**config.mk**
```make
export PLATFORM = sky130hd
export DESIGN_NAME = calc_entry_sequencer
export DESIGN_NICKNAME = d
export VERILOG_FILES = /design/src/rtl/calc_entry_sequencer.sv
export SDC_FILE = /design/constraint.sdc
export NUM_CORES = 1
export LEC_CHECK = 0
export CORE_UTILIZATION = 55
export CTS_CLUSTER_DIAMETER = 150
export DETAILED_ROUTE_END_ITERATION = 10
export DONT_BUFFER_PORTS = 1
export GPL_TIMING_DRIVEN = 0
export MAX_ROUTING_LAYER = met4
export PLACE_DENSITY = 0.8
export SYNTH_ARGS = -nofsm -noshare
export SYNTH_HDL_FRONTEND = slang
export SYNTH_SLANG_ARGS = --single-unit
```
**constraint.sdc**
```tcl
create_clock -name clk -period 2.7 [get_ports clk]
set_input_delay 0.675 -clock clk [delete_from_list [all_inputs] [get_ports clk]]
set_output_delay 0.675 -clock clk [all_outputs]
set_load 0.1 [all_outputs]
```
**src/rtl/calc_entry_sequencer.sv**
```systemverilog
// Keypad calculator control FSM: assembles two BCD operands from key events,
// runs the BCD adder through a start/done handshake and drives the display value.
module calc_entry_sequencer #(
  parameter int unsigned DIGITS  = 3,
  parameter int unsigned TIMEOUT = 32
) (
  input  logic                  clk,
  input  logic                  rst,
  input  logic                  key_valid,
  input  logic [3:0]            key_code,
  input  logic                  add_done,
  input  logic [4*DIGITS+3:0]   add_result,
  output logic [4*DIGITS-1:0]   op_a,
  output logic [4*DIGITS-1:0]   op_b,
  output logic                  add_start,
  output logic [4*DIGITS-1:0]   disp_value,
  output logic                  err,
  output logic [2:0]            state_dbg
);

  localparam int unsigned W  = 4 * DIGITS;
  localparam int unsigned CW = $clog2(DIGITS + 1);
  localparam int unsigned TW = $clog2(TIMEOUT);

  typedef enum logic [2:0] {
    S_ENTER_A = 3'd0,
    S_ENTER_B = 3'd1,
    S_START   = 3'd2,
    S_WAIT    = 3'd3,
    S_SHOW    = 3'd4,
    S_ERR     = 3'd5
  } state_t;

  state_t          state_q, state_d;
  logic [W-1:0]    opa_q, opa_d, opb_q, opb_d, res_q, res_d, disp_q, disp_d;
  logic [CW-1:0]   cnt_q, cnt_d;
  logic [TW-1:0]   tcnt_q, tcnt_d;
  logic            start_q, start_d, err_q, err_d;
  logic            is_dig, is_add, is_eq, is_clr, can_shift;

  always_comb begin
    is_dig    = key_valid && (key_code <= 4'd9);
    is_add    = key_valid && (key_code == 4'hA);
    is_eq     = key_valid && (key_code == 4'hB);
    is_clr    = key_valid && (key_code == 4'hC);
    can_shift = (cnt_q != CW'(DIGITS));

    state_d = state_q;
    opa_d   = opa_q;
    opb_d   = opb_q;
    res_d   = res_q;
    cnt_d   = cnt_q;
    tcnt_d  = tcnt_q;

    case (state_q)
      S_ENTER_A: begin
        if (is_dig) begin
          if (can_shift) begin
            opa_d = (opa_q << 4) | W'(key_code);
            cnt_d = cnt_q + CW'(1);
          end
        end else if (is_add) begin
          opb_d   = '0;
          cnt_d   = '0;
          state_d = S_ENTER_B;
        end
      end
      S_ENTER_B: begin
        if (is_dig) begin
          if (can_shift) begin
            opb_d = (opb_q << 4) | W'(key_code);
            cnt_d = cnt_q + CW'(1);
          end
        end else if (is_eq) begin
          state_d = S_START;
        end
      end
      S_START: begin
        tcnt_d  = '0;
        state_d = S_WAIT;
      end
      S_WAIT: begin
        // add_done takes priority over the timeout in the same cycle
        if (add_done) begin
          res_d   = add_result[W-1:0];
          state_d = (add_result[W+3:W] != 4'd0) ? S_ERR : S_SHOW;
        end else if (tcnt_q == TW'(TIMEOUT - 1)) begin
          state_d = S_ERR;
        end else begin
          tcnt_d = tcnt_q + TW'(1);
        end
      end
      S_SHOW: begin
        if (is_dig) begin
          opa_d   = W'(key_code);
          cnt_d   = CW'(1);
          state_d = S_ENTER_A;
        end else if (is_add) begin
          opa_d   = res_q;
          opb_d   = '0;
          cnt_d   = '0;
          state_d = S_ENTER_B;
        end
      end
      S_ERR:   ;
      default: state_d = S_ENTER_A;
    endcase

    if (is_clr && (state_q != S_WAIT)) begin
      opa_d   = '0;
      opb_d   = '0;
      cnt_d   = '0;
      state_d = S_ENTER_A;
    end

    // Outputs derive from the next state so they are registered with it
    start_d = (state_d == S_START);
    err_d   = (state_d == S_ERR);
    case (state_d)
      S_ENTER_A: disp_d = opa_d;
      S_ENTER_B: disp_d = opb_d;
      S_SHOW:    disp_d = res_d;
      S_ERR:     disp_d = '0;
      default:   disp_d = disp_q;
    endcase
  end

  always_ff @(posedge clk) begin
    if (rst) begin
      state_q <= S_ENTER_A;
      opa_q   <= '0;
      opb_q   <= '0;
      res_q   <= '0;
      disp_q  <= '0;
      cnt_q   <= '0;
      tcnt_q  <= '0;
      start_q <= 1'b0;
      err_q   <= 1'b0;
    end else begin
      state_q <= state_d;
      opa_q   <= opa_d;
      opb_q   <= opb_d;
      res_q   <= res_d;
      disp_q  <= disp_d;
      cnt_q   <= cnt_d;
      tcnt_q  <= tcnt_d;
      start_q <= start_d;
      err_q   <= err_d;
    end
  end

  assign op_a       = opa_q;
  assign op_b       = opb_q;
  assign add_start  = start_q;
  assign disp_value = disp_q;
  assign err        = err_q;
  assign state_dbg  = state_q;

endmodule

```
==> metrics.txt <==
overall track demand over capacity in global routing 38.2%; die area around 6400 um^2; met3 track demand over resource between 10% and 20%; pre-CTS WS -410 ps; share of post-route cells with drive strength above 1 between 10% and 20%; via count of the first global-routing pass 3,111; CTS root buffer clkbuf_8; final total negative setup slack -0.976 ps; flop2flop setup slack -1 ps; worst setup path start state_dbg[2]$_SDFF_PP0_; mean instance size in the synthesized netlist 8.74 um^2; worst voltage drop across the vdd grid just over 600 uV; Switching Share about two fifths; synthesized net count approximately 400; area inside the core boundary 5920 um^2; clk slew on worst S/H paths 70 ps; initial antenna violation count 0; launch point of the worst reg-to-reg path state_dbg[2]$_SDFF_PP0_; multi-input gate area in the final layout 2010 um^2; HPWL Detailed between 8000 and 9000 um; Port-buffer cells 0; final worst-path cycle share 100%; residual DRC count 0; failing checks negative setup slack; # H-tree levels 3; total number of vias around 3,400; sequential group share of total power 47.8%; CTS buffer count 9; area delta synth->final 12.0%; relative slew slack between 20 and 25%; Diodes inserted 0; met1 usage in global routing between 40% and 50%; sequential cell area fraction in the yosys report 35.8%; total routed wirelength approximately 12,000 um; count of warnings emitted by yosys 0; row count 28; synthesized cell area approximately 3400 um^2; part of the total power dissipated in the clock network between 30 and 40%; Longest Clk Path Bufs 2; fraction of registers with async set or reset after synthesis 0%; capture point of the worst path disp_value[2]$_SDFFE_PP0P_; wire length of the first global-routing pass between 15,000 and 20,000 um; slack of the critical path -0.976 ps; initial core utilization about 57%; Final Net Count 420; capturing point of the worst reg2reg path disp_value[2]$_SDFFE_PP0P_; Seq cells post-synth 60; setup repair after global routing missed its margin true; Setup crit end kind register; detailed router's first-iteration violation count 379; area used by sequential logic in the layout 1210 um^2; fin crit period around 2700 ps; maximum number of pins on one net before global-route repair 12; clock skew after layout ~9 ps; clock tree from TritonCTS built; measured slew at the worst slew-check pin ~1100 ps; die width between 80 and 90 um; Worst Path Arrival approximately 3000 ps; Top Ports 65; most common flop cell mapped by yosys dfxtp_1; number of max-slew violations in the final report 0; later-pin clock latency in the skew report ~360 ps; largest fanout on the critical path 9; GR Util met2 between 50% and 60%; number of fill cells in the layout just over 500; quantity of hold-fixing buffers added after cts 0; setup violation total in the final timing report 1; max-cap violations 0; kind of critical path reg2reg; cell internal power dissipation between 0.0015 and 0.002 W; gpl congestion around 0.99; run status finished with violations; fmax roughly 0.37 GHz; ratio of total power to cell area around 750 nW/um^2; net switching power ~0.0011 W; required time reported for the critical path endpoint about 3000 ps; number of detailed-routing iterations run before antenna repair 7; crit start category register; Final Hold Viols 0; number of cell instances on the worst register-to-register path 7; count of flip-flops with a built-in enable after synthesis 0; instance count of the mapped netlist approximately 380; average wire per cell in the routed design roughly 25 um; most utilized layer in the global route result met2; Min-Delay Path Class in2reg; number of vias per cell after detailed routing 7.20; Synth cell types a little under 80; total congestion overflow 0; number of sinks on the clock net 60; Die Y 80.1 um; Combinational Power Share between 15 and 20%; post-detailed-route count of antenna-violating nets 0; leakage power summed over all cells 1.40 nW
-- power groups by stage --
stage	Sequential, W	Combinational [W]	Clock [W]
5_1_grt	0.00135	0.000484	0.00106
3_3_place_gp	0.00137	0.000426	0
4_1_cts	0.00135	0.000435	0.00102
3_5_place_dp	0.00137	0.000428	0
2_1_floorplan	0.00135	0.000313	0
6_report	0.00135	0.000457	0.00102
-- final cells by class --
cell class,instances,area share [%]
timing repair buffer,1,0.200
sequential,60,32.3
buffer,27,4.06
clock inverter,6,2.96
inverter,7,0.799
multi-input combinational,288,53.6
clock buffer,10,3.66
tap,75,2.50
-- what timing repair did --
item,in CTS,in global routing
setup buffers,0,1
gates resized for setup,5,11
pin swaps,0,1
hold endpoints to repair,0,0
endpoints found under the setup margin,26,22
-- sequential cells by signal, summed over array words and instances, names as in the netlist --
name	flops
disp_value	12
op_a	12
op_b	12
res_q	12
tcnt_q	5
state_dbg	3
cnt_q	2
add_start	1
err	1
-- kinds of logic (layout without fill, tap and decap cells) --
| family | count (synthesis) | in the layout | synth area share, % |
|---|---|---|---|
| buffers and inverters | 36 | 51 | 5.44 |
| AO/OA/AOI/OAI | 134 | 134 | 29.8 |
| adder cells (fa/ha/maj) | 3 | 3 | 1.04 |
| flip-flops | 60 | 60 | 35.8 |
| multiplexers | 16 | 16 | 4.96 |
| AND/OR/NAND/NOR | 133 | 133 | 22.4 |
| XOR/XNOR | 2 | 2 | 0.522 |
-- metrics by stage --
| stage | cells | hold WS [ps] | utilization, % | cell area, um^2 | total power (W) |
|---|---|---|---|---|---|
| 4_1_cts | 475 | 487 | 62.8 | 3720 | 0.00280 |
| 5_1_grt | 474 | 492 | 63.5 | 3760 | 0.00290 |
| 3_5_place_dp | 459 | 494 | 58.3 | 3450 | 0.00179 |
| 2_1_floorplan | 384 | 452 | - | 3360 | 0.00166 |
| 6_report | 474 | 488 | 63.5 | 3760 | 0.00282 |
| 3_3_place_gp | 459 | 465 | 58.3 | 3450 | 0.00179 |
-- placed cells by master, fill, tap and decap left out, types with 5 or more instances in the layout --
cell	netlist	routed
o21ai_1	8	7
buf_4	4	5
a21oi_1	14	13
a22oi_1	7	7
nor3_1	10	8
o221ai_1	15	15
clkbuf_1	9	6
inv_1	5	5
o32ai_1	6	6
buf_2	14	13
o22ai_1	8	8
nor2_1	48	47
a31oi_1	16	16
mux2i_1	11	11
nand4_1	5	5
o21ai_0	22	22
clkbuf_8	0	10
and4_1	7	7
dfxtp_1	60	57
nand2_1	17	17
nand3_1	7	7
-- metal layers --
metal | wire length (um) | vias up | part of all wire (%)
met2 | 5220 | 226 | 45
met5 | 0 | - | 0
met3 | 1320 | 33 | 11
li1 | - | 1516 | -
met4 | 325 | 0 | 2.8
met1 | 4820 | 1637 | 41
-- worst min-delay path by stage --
stage | startpoint | slack, ps | cells past startpoint | end
3_5_place_dp | tcnt_q[4]$_SDFFE_PP0P_ | 490 | 2 | tcnt_q[4]$_SDFFE_PP0P_
5_1_grt | add_result[3] | 490 | 2 | res_q[3]$_SDFF_PP0_
4_1_cts | add_result[11] | 490 | 2 | res_q[11]$_SDFF_PP0_
6_report | add_result[3] | 490 | 2 | res_q[3]$_SDFF_PP0_
2_1_floorplan | tcnt_q[4]$_SDFFE_PP0P_ | 450 | 2 | tcnt_q[4]$_SDFFE_PP0P_
3_3_place_gp | tcnt_q[4]$_SDFFE_PP0P_ | 460 | 2 | tcnt_q[4]$_SDFFE_PP0P_
-- cell usage after synthesis (all sizes together) (7+ instances only) --
| cell | instances | share of area (%) |
|---|---|---|
| nor3 | 13 | 2.6 |
| nand2 | 18 | 2.1 |
| o22ai | 8 | 1.5 |
| nor2 | 49 | 5.6 |
| dfxtp | 60 | 36 |
| o32ai | 7 | 2.1 |
| a21oi | 17 | 3.1 |
| o221ai | 15 | 3.9 |
| nand3 | 10 | 1.9 |
| and4 | 7 | 1.8 |
| buf | 20 | 3.7 |
| o21ai | 30 | 4.5 |
| mux2i | 11 | 3.3 |
| a31oi | 17 | 3.4 |
| a22oi | 7 | 1.6 |
| clkbuf | 9 | 1.0 |
-- critical path: stages, from the launching register on --
cell	delay, ps
dfxtp_4	530
buf_2	300
nand2b_1	200
a31oi_1	110
o32ai_2	760
or2_1	250
o221ai_1	160
a32o_1	270
Power figures use the tool's default switching activity.
